===== config.mk =====
export PLATFORM = sky130hd
export DESIGN_NAME = fetch_unit
export DESIGN_NICKNAME = d
export VERILOG_FILES = /design/src/rtl/cpu_pkg.sv /design/src/rtl/fetch_unit.sv
export SDC_FILE = /design/constraint.sdc
export NUM_CORES = 1
export LEC_CHECK = 0
export ABC_AREA = 1
export CORE_MARGIN = 4
export CORE_UTILIZATION = 35
export DETAILED_ROUTE_END_ITERATION = 16
export GPL_TIMING_DRIVEN = 0
export PLACE_DENSITY_LB_ADDON = 0.1
export REMOVE_ABC_BUFFERS = 1
export SYNTH_ARGS = -nofsm -noshare
export SYNTH_HDL_FRONTEND = slang
export SYNTH_SLANG_ARGS = --single-unit

===== constraint.sdc =====
create_clock -name clk -period 2.6 [get_ports clk]
set_clock_uncertainty 0.15 [all_clocks]
set_input_delay 0.39 -clock clk [delete_from_list [all_inputs] [get_ports clk]]
set_output_delay 0.39 -clock clk [all_outputs]
set_load 0.02 [all_outputs]

===== src/rtl/cpu_pkg.sv =====
// Shared CPU front-end types and constants: fetch FSM states, word widths,
// default ROM geometry and the opcode that stops instruction fetch.
package cpu_pkg;

  localparam int INSTR_W = 16;
  localparam int ADDR_W  = 16;

  localparam int                 ROM_DEPTH   = 256;
  localparam logic [INSTR_W-1:0] HALT_OPCODE = 16'hFFFF;

  typedef enum logic {
    FETCH = 1'b0,
    HALT  = 1'b1
  } fetch_state_t;

endpackage : cpu_pkg


===== src/rtl/fetch_unit.sv =====
// Instruction fetch stage: PC register driving a combinational ROM, a one-entry
// output stage toward decode, redirect handling, PC wrap and HALT detection.
module fetch_unit #(
  parameter int                          ROM_DEPTH   = cpu_pkg::ROM_DEPTH,
  parameter logic [cpu_pkg::INSTR_W-1:0] HALT_OPCODE = cpu_pkg::HALT_OPCODE
) (
  input  logic                          clk,
  input  logic                          rst_n,
  output logic [cpu_pkg::ADDR_W-1:0]    pc_o,
  input  logic [cpu_pkg::INSTR_W-1:0]   instr_i,
  input  logic                          redirect_valid_i,
  input  logic [cpu_pkg::ADDR_W-1:0]    redirect_pc_i,
  output logic                          out_valid_o,
  input  logic                          out_ready_i,
  output logic [cpu_pkg::INSTR_W-1:0]   out_instr_o,
  output logic [cpu_pkg::ADDR_W-1:0]    out_pc_o,
  output logic                          halted_o,
  output logic [15:0]                   fetch_count_o
);

  import cpu_pkg::fetch_state_t;
  import cpu_pkg::FETCH;
  import cpu_pkg::HALT;

  localparam int AW = cpu_pkg::ADDR_W;
  localparam int IW = cpu_pkg::INSTR_W;

  localparam int            PC_BITS = $clog2(ROM_DEPTH);
  localparam logic [AW-1:0] PC_MASK = AW'((32'd1 << PC_BITS) - 32'd1);
  localparam logic [AW-1:0] PC_LAST = AW'(ROM_DEPTH - 1);

  fetch_state_t  state_q;
  logic [AW-1:0] pc_q;
  logic          out_valid_q;
  logic [IW-1:0] out_instr_q;
  logic [AW-1:0] out_pc_q;
  logic [15:0]   count_q;

  logic          advance;
  logic          handshake;
  logic          capture_halt;
  logic [AW-1:0] pc_step_d;
  logic [AW-1:0] redirect_pc_d;
  logic [15:0]   count_d;

  // The output stage may refill in the same cycle it is drained.
  assign handshake     = out_valid_q && out_ready_i;
  assign advance       = (state_q == FETCH) && (!out_valid_q || out_ready_i);
  assign capture_halt  = (instr_i == HALT_OPCODE);
  assign pc_step_d     = (pc_q == PC_LAST) ? '0 : pc_q + AW'(1);
  assign redirect_pc_d = redirect_pc_i & PC_MASK;
  assign count_d       = count_q + 16'd1;

  always_ff @(posedge clk or negedge rst_n) begin
    if (!rst_n) begin
      state_q     <= FETCH;
      pc_q        <= '0;
      out_valid_q <= 1'b0;
      out_instr_q <= '0;
      out_pc_q    <= '0;
      count_q     <= '0;
    end else begin
      if (handshake) begin
        count_q <= count_d;
      end

      // Redirect overrides everything, including a HALT word on instr_i.
      if (redirect_valid_i) begin
        pc_q        <= redirect_pc_d;
        out_valid_q <= 1'b0;
        state_q     <= FETCH;
      end else if (advance) begin
        out_instr_q <= instr_i;
        out_pc_q    <= pc_q;
        out_valid_q <= 1'b1;
        if (capture_halt) begin
          state_q <= HALT;
        end else begin
          pc_q <= pc_step_d;
        end
      end else if (handshake) begin
        out_valid_q <= 1'b0;
      end
    end
  end

  assign pc_o          = pc_q;
  assign out_valid_o   = out_valid_q;
  assign out_instr_o   = out_instr_q;
  assign out_pc_o      = out_pc_q;
  assign halted_o      = (state_q == HALT);
  assign fetch_count_o = count_q;

endmodule : fetch_unit


# Yosys cells after proc, flatten, opt, wreduce, memory -nomap -nowiden
# Index checks and enable logic that the tools add are counted.
# word_totals
regBits	66
# classes
mux	10
add_sub_neg	2
reduce_logical	10
n_eq_ne	3
bitwise_logic	2
# op_table
op	count
$mux 16	4
$add 16x1->16 const B	2
$eq 16x16->1 const B	1
$eq 16x8->1 const B	1
$mux 1	6
$reduce_and 2->1	3
$reduce_bool 2->1	2
$reduce_bool 3->1	1
$logic_and 1x1->1	2
$ne 2x2->1 const B	1
$not 1->1	2
$logic_not 1->1	1
$logic_or 1x1->1	1

# Longest topological paths before layout
# Gate-level depths: netlist of run 1.
# logic_depth
depth_word	5
ltp_mapped	10
ltp_nobuf	9

# Worst setup path after synthesis of run 1
# No wires, ideal clock.
# synth_path
kind	register to register
startpoint	register count_q[0] (netlist: fetch_count_o[0])
endpoint	register count_q[14] (netlist: fetch_count_o[14])
arrival_ns	1.363
required_time_ns	2.332
synth_period_minus_slack_ns	1.631
path_buffers	0
setup_ns	0.118
path_stages_with_launch	9
setup_slack_ns	0.969
cell_sequence	dfrtp_1 -> ha_1 -> nand2_1 -> nor2_1 -> nand2_1 -> nor2_1 -> nand3_1 -> xor2_1 -> inv_1
# synth_between
elab_chain_len	1
# synth_rtl
element	line_no	text
from (decl)	fetch_unit.sv:37	logic [15:0] count_q;
from (signal assigned)	fetch_unit.sv:64	count_q <= count_d;
$add 16x1->16	fetch_unit.sv:52	assign count_d = count_q + 16'd1;
# Every way passes these cells.
# A chain may end at the register's enable or synchronous reset.

# Worst setup path in the final report of run 1
# layout_path
startpoint	input redirect_valid_i
endpoint	register out_instr_q[4] (netlist: out_instr_o[4])
# layout_between
elab_chain_len	2
# layout_rtl
element	line_no	text
from (decl)	fetch_unit.sv:11	input logic redirect_valid_i,
$not 1->1 (no source line)	n/a	
$reduce_and 2->1 (no source line)	n/a	
to (signal assigned)	fetch_unit.sv:73	out_instr_q <= instr_i;
to (decl)	fetch_unit.sv:35	logic [IW-1:0] out_instr_q;
# Every way passes these cells.

==> results by group, run 1 <==
Drt
  – Avg WL per Cell: 13.2 µm
  – DRT Wirelength: 7.82 mm
  – Vias: 2,735
  – DRT Pass-1 Iters: 4
  – DRC viols: 0
  – DR iter-0 viols: 81
  – Antenna viol nets, final: 0
  – Via density: roughly 4.6

Outcome
  – Failing checks: hold timing
  – Status: complete, but fails checks

Synth
  – Avg Synthesized Cell Area: slightly below 9 µm²
  – Synth area leaders: dfrtp_1 (50%), nand2_1 (15%), mux2_1 (4.8%)
  – Yosys reg bits: 66
  – Yosys top cell area share: approximately half
  – Post-synth top flop: dfrtp_1
  – Number of library cell types mapped by synthesis: 26
  – Area leader, netlist: dfrtp_1
  – Ys Warns: 0
  – Number of enable flip-flop cells after synthesis: 0
  – Most frequent cells after synthesis: nand2_1 (132), dfrtp_1 (66), nor2_1 (32)
  – Post-Syn Area: between 3000 and 4000 µm²
  – Sequential share of the synthesized area: between 50% and 60%
  – Fraction of registers with async set/reset: between 90% and 100%
  – Most frequent cell after synthesis: nand2_1
  – Mapped Cells: around 380

Die
  – Core Area: between 9000 and 10,000 µm²
  – Die W: 105 µm
  – Die height: approximately 100 µm
  – Die area: 11,000 µm²
  – IO Count: just over 100
  – Initial Utilization: between 30% and 40%
  – Rows: 35

Critical path
  – Worst-path cell chain: clkdlybuf4s50_1 -> inv_2 -> nand2_4 -> mux2_2
  – CP Max Fanout: 45
  – CP Data Required Time: ~2700 ps
  – Cells on worst reg2reg path: 8
  – CP max stage delay: ~900 ps
  – Worst Path Arrival: between 2000 and 3000 ps
  – Worst setup SP type: primary input
  – Delay-heaviest family, CP: buffers and inverters
  – Slowest-stage cell, CP: clkdlybuf4s50_1
  – Critical Path End Type: register
  – WP buf/inv: 2
  – Critical path depth: 4
  – WS Path Type: primary input to register

GRT
  – Global-route wire length before repair: between 10 and 15 mm
  – Largest net degree at the start of global routing: 67
  – Initial antenna violation count: 0
  – Gr ovfl total: 0
  – GR Util All Layers: 15.3%
  – Vias in the first global route: approximately 2.8k

Power
  – Peak VDD IR: ~0.00031 V
  – Lkg Pwr: 0.00206 µW
  – Final Power: approximately 2700 µW
  – PD cells: between 600 and 700 nW/µm²

CTS
  – Setup Fix Bufs, Post-CTS: 0
  – H-tree depth: 3
  – CTS Buffer Depth: 2
  – Skew-Pair Late Insertion Delay: 340 ps
  – TritonCTS Buffers: 9
  – Cts hold-fix bufs: 0
  – CTS tree: done
  – Cts repair resizes: 0
  – Reg clk slew, reported paths: 70 ps
  – Clk root buf: clkbuf_8
  – CTS Sinks: 66

Flow run
  – Max Cap Violations: 0

STA
  – Final setup fails: 0
  – Final Hold Vio Count: 1
  – Final Critical Period: between 2000 and 2500 ps
  – Max Clock Freq: 411 MHz
  – Final Max Tran Viols: 0
  – RSZ-0062 raised after global routing: no
  – Max_slew headroom: between 40% and 50%
  – Actual slew at the worst max-slew pin: around 840 ps
  – Final TNS setup: 0 ps
  – WHS: -2.11 ps
  – Crit share post-route: between 90 and 100%

Finish
  – ANT cells: 0
  – Sequential cell area: approximately 1700 µm²
  – Layout cells sized above 1: roughly 7.7%
  – Fillers: between 900 and 1k
  – Layout area overhead: 36.3%
  – Nets: 513
  – Post-route cell area: around 4500 µm²
  – Multi-input logic area: ~1400 µm²
  – Post-route non-filler standard cell count: about 590

Place
  – Post-DP Area: around 4300 µm²
  – Port bufs: just over 90
  – Placed wire-length estimate: approximately 5.6 mm
  – Placed Instances: roughly 580
  – Gpl congestion: around 0.84

Worst hold path
  – Worst hold path class: primary input to asynchronous set/reset pin
[cell type report]
| cell class | instances | share of cell area [%] |
|---|---|---|
| well taps | 111 | 3.11 |
| inverters | 33 | 2.77 |
| clock inverters | 4 | 0.588 |
| flip-flops and latches | 66 | 36.9 |
| repair buffers | 93 | 20.8 |
| clock buffers | 12 | 3.47 |
| multi-input cells | 272 | 32.4 |
[power by group]
group | switching [µW] | internal [µW]
sequential | 107 | 1140
combinational | 362 | 329
clock | 398 | 397
[state kept, by name, summed over array words and instances (netlist names)]
signal / count
fetch_count_o: 16
out_instr_o: 16
out_pc_o: 16
pc_o: 16
halted_o: 1
out_valid_o: 1
[logic make-up (layout without fill, tap and decap cells)]
family	Yosys count	in the layout	share of synthesized area, %
flops	66	66	50.3
simple gates	213	213	29.2
fa+ha+maj	2	2	0.763
compound gates	23	23	3.62
xor+xnor	15	15	4.00
mux	19	19	6.52
buf+inv	41	142	5.57
[stage by stage]
stage / utilization, % / setup WS (ps)
after floorplan: - / 938
after global placement: 46.7 / -1370
after detailed placement: 46.6 / -201
after CTS: 48.6 / 156
after global routing: 48.6 / 9.30
final: 48.6 / 165
[placed cells by master, fill, tap and decap left out, types with 2 or more instances in the layout]
master           instances
mux2_1                  14
clkdlybuf4s50_1         92
o21ai_0                 19
clkinv_2                 2
nor2_2                   2
nor3_1                   2
a21oi_1                  2
inv_2                    2
xor2_1                  11
xnor2_1                  4
nor2_8                   2
nand2_1                132
ha_1                     2
nand3_2                  2
nand3_1                 19
nand4_1                 14
mux2_2                   5
inv_1                   31
nand2_2                  2
dfrtp_1                 66
nor2_4                   4
clkbuf_8                11
nor2_1                  32
[worst paths after layout]
kind,slack [ps],end,start
min in group clk,330,out_pc_o[15]$_DFFE_PN0P_,out_pc_o[15]$_DFFE_PN0P_
setup / recovery,170,out_instr_o[4]$_DFFE_PN0P_,redirect_valid_i
hold / removal,-2,out_instr_o[8]$_DFFE_PN0P_,rst_n
setup reg to reg,810,pc_o[6]$_DFFE_PN0P_,pc_o[1]$_DFFE_PN0P_
hold reg to reg,330,out_pc_o[15]$_DFFE_PN0P_,out_pc_o[15]$_DFFE_PN0P_
max in group asynchronous,1760,out_pc_o[14]$_DFFE_PN0P_,rst_n
[routing by layer]
| metal | share of wire [%] | up-vias | GRT usage [%] | routed length, µm |
|---|---|---|---|---|
| met4 | 0.93 | 0 | 3.37 | 73 |
| met2 | 48 | 65 | 25.2 | 3730 |
| li1 | - | 1399 | - | - |
| met1 | 46 | 1263 | 19.7 | 3590 |
| met5 | 0 | - | 0 | 0 |
| met3 | 5.3 | 8 | 4.94 | 416 |
(Power assumes the default switching activity.)
==> run 2, diff against run 1 <==
--- a/config.mk
+++ b/config.mk
@@ -5,9 +5,9 @@
 export SDC_FILE = /design/constraint.sdc
 export NUM_CORES = 1
 export LEC_CHECK = 0
-export ABC_AREA = 1
 export CORE_MARGIN = 4
 export CORE_UTILIZATION = 35
+export CTS_CLUSTER_SIZE = 10
 export DETAILED_ROUTE_END_ITERATION = 16
 export GPL_TIMING_DRIVEN = 0
 export PLACE_DENSITY_LB_ADDON = 0.1
==> run 2 against run 1 <==
Compared with the run above: the run now ends clean; routed wire length is 9.9% lower; via count is 17% lower; first-iteration DRC count is 7.4% higher; core utilization is 2.5 points higher; global-route usage hardly changed; maximum frequency is 2.3% lower; combinational power is 3.2% lower; cell count is 23% lower; sequential share of layout area is 2.4 points higher; register-to-register slack worse by 540 ps; highest routed layer unchanged.
==> results by group, run 2 <==
Place
  – Port bufs: a little over 90
  – Gpl congestion: roughly 0.76
  – Placed wire-length estimate: approximately 5 mm

Drt
  – DRT Wirelength: between 7 and 8 mm
  – DR iter-0 viols: 87
  – Avg WL per Cell: 15.5 µm
  – Vias: approximately 2.3k
  – DRT Pass-1 Iters: 4
  – Antenna viol nets, final: 0
  – DRC viols: 0
  – Via density: between 4 and 5

STA
  – Max_slew headroom: about 34%
  – RSZ-0062 raised after global routing: no
  – Final Critical Period: between 2000 and 2500 ps
  – Max Clock Freq: between 400 and 500 MHz
  – Final setup fails: 0
  – WHS: approximately 11 ps
  – Final Max Tran Viols: 0
  – Final Hold Vio Count: 0
  – Final TNS setup: 0 ps
  – Actual slew at the worst max-slew pin: 992 ps
  – Crit share post-route: a little over nine tenths

Critical path
  – CP Max Fanout: 13
  – Worst-path cell chain: clkdlybuf4s50_1 -> nand4_1 -> or4_1 -> nand2_1 -> mux2i_1 -> o21ai_0
  – CP Data Required Time: around 2600 ps
  – Critical Path End Type: register
  – R2r setup slk: ~270 ps
  – Worst setup SP type: primary input
  – Worst Path Arrival: between 2000 and 3000 ps
  – WS Path Type: primary input to register
  – Cells on worst reg2reg path: 6
  – CP max stage delay: 800 ps
  – Slowest-stage cell, CP: or4_1

CTS
  – Reg clk slew, reported paths: around 70 ps
  – TritonCTS Buffers: 9
  – CTS Sinks: 66
  – Skew-Pair Late Insertion Delay: ~330 ps
  – CTS tree: done
  – CTS Buffer Depth: 2
  – H-tree depth: 3
  – Cts hold-fix bufs: 0
  – Clk root buf: clkbuf_8

Flow run
  – Max Cap Violations: 0

Synth
  – Most frequent cells after synthesis: dfrtp_1 (66), mux2_2 (34), nand2_1 (16)
  – Synth area leaders: dfrtp_1 (56%), mux2_2 (13%), xnor2_1 (3.8%)
  – Number of enable flip-flop cells after synthesis: 0
  – Area leader, netlist: dfrtp_1
  – Sequential share of the synthesized area: 55.8%
  – Fraction of registers with async set/reset: 100%
  – Post-Syn Area: 2960 µm²
  – Yosys top cell area share: between 50% and 60%
  – Mapped Cells: 249
  – Number of library cell types mapped by synthesis: 34
  – Yosys reg bits: between 60 and 70
  – Ys Warns: 0
  – Most frequent cell after synthesis: dfrtp_1
  – Post-synth top flop: dfrtp_1
  – Avg Synthesized Cell Area: 11.9 µm²

Finish
  – Layout cells sized above 1: between 15 and 20%
  – Highest-count cells in the layout ignoring fill and taps: clkdlybuf4s50_1 (92), dfrtp_1 (66), mux2_2 (34)
  – Sequential cell area: approximately 1700 µm²
  – Fillers: around 780
  – Layout area overhead: 41.9%
  – Final core utilization: between 50% and 60%
  – Commonest non-fill, non-tap cell in the layout: clkdlybuf4s50_1
  – Nets: approximately 380
  – Multi-input logic area: roughly 1300 µm²
  – ANT cells: 0

Power
  – Lkg Pwr: approximately 0.0017 µW
  – PD cells: around 640 nW/µm²
  – Peak VDD IR: ~0.00028 V

Die
  – Die area: between 9000 and 10,000 µm²
  – Core Area: just over 8000 µm²
  – Rows: 33
  – Die W: approximately 100 µm
  – Die height: 100 µm
  – IO Count: between 100 and 150
  – Initial Utilization: 36.0%

Worst hold path
  – Worst hold path class: primary input to asynchronous set/reset pin

GRT
  – Met3 Use GR: between 3 and 4%
  – Initial antenna violation count: 0
  – Vias in the first global route: 2,387
  – GR met2 Demand/Resource: roughly a quarter
  – Global-route wire length before repair: approximately 12 mm
  – GR peak layer: met2
  – Largest net degree at the start of global routing: 67
  – Gr ovfl total: 0
  – M1 GR Usage: 20.6%
  – GR Util All Layers: between 15 and 20%

Outcome
  – Status: completed
run 2: cell types whose count changed after synthesis, sizes merged, moves of 4 or more:
cell / change
and3: +4
nor2b: +5
clkbuf: +5
nor2: -25
nand2: -119
xnor2: +9
o21ai: -9
or4: +4
nand3: -10
a31oi: +4
mux2: +15
inv: -32
xor2: -4
a21oi: +9
run 2: routing by layer:
layer  vias up  routed length [µm]
met3        12                 298
met1      1104                3330
li1       1097                   -
met2        54                3290
met4         0                 122
met5         -                   0
run 2: timing repair:
action                     CTS  global route
gates resized for setup      2             1
pin swaps                    1             0
buffers inserted             1             0
setup endpoints to repair   33             1
run 2: worst paths after layout:
kind                                                 end                          start
setup / recovery                     pc_o[0]$_DFFE_PN0P_                     instr_i[7]
hold / removal                  out_pc_o[14]$_DFFE_PN0P_                          rst_n
setup reg to reg                     pc_o[1]$_DFFE_PN0P_            pc_o[1]$_DFFE_PN0P_
hold reg to reg            fetch_count_o[15]$_DFFE_PN0P_  fetch_count_o[15]$_DFFE_PN0P_
max in group asynchronous            pc_o[6]$_DFFE_PN0P_                          rst_n
min in group clk           fetch_count_o[15]$_DFFE_PN0P_  fetch_count_o[15]$_DFFE_PN0P_
run 2: power breakdown:
group          internal (µW)  switching (µW)  leakage, µW
registers               1140             111     0.000838
clock network            392             375    0.0000855
logic                    348             321     0.000772
run 2: area by class of cell:
type | count | share of cell area [%]
repair buffers | 96 | 22.9
flip-flops and latches | 66 | 39.3
inverters | 1 | 0.0894
clock inverters | 2 | 0.298
multi-input cells | 172 | 30.5
clock buffers | 13 | 3.78
well taps | 105 | 3.13
run 2: cell families (layout without fill, tap and decap cells):
kind of cell | Yosys count | in the layout | synth area share (%)
AO/OA/AOI/OAI | 29 | 29 | 5.45
AND/OR/NAND/NOR | 86 | 86 | 17.1
buffers and inverters | 11 | 112 | 1.61
multiplexers | 35 | 35 | 13.3
XOR/XNOR | 20 | 20 | 5.92
adder cells (fa/ha/maj) | 2 | 2 | 0.845
flip-flops | 66 | 66 | 55.8
run 2: worst max-delay path, delay by kind of cell:
kind                   cells  cell delay, ps
AND/OR/NAND/NOR            3            1330
buffers and inverters      1             480
multiplexers               1             220
AO/OA/AOI/OAI              1              90
run 2: through the flow:
stage	power (µW)	area, µm²	setup slack [ps]	cells
final	2690	4200	109	455
after global routing	2850	4200	2.03	455
after CTS	2740	4200	105	455
after detailed placement	1950	4010	-838	439
after global placement	1930	3980	-3270	437
after floorplan	1580	2920	-949	239
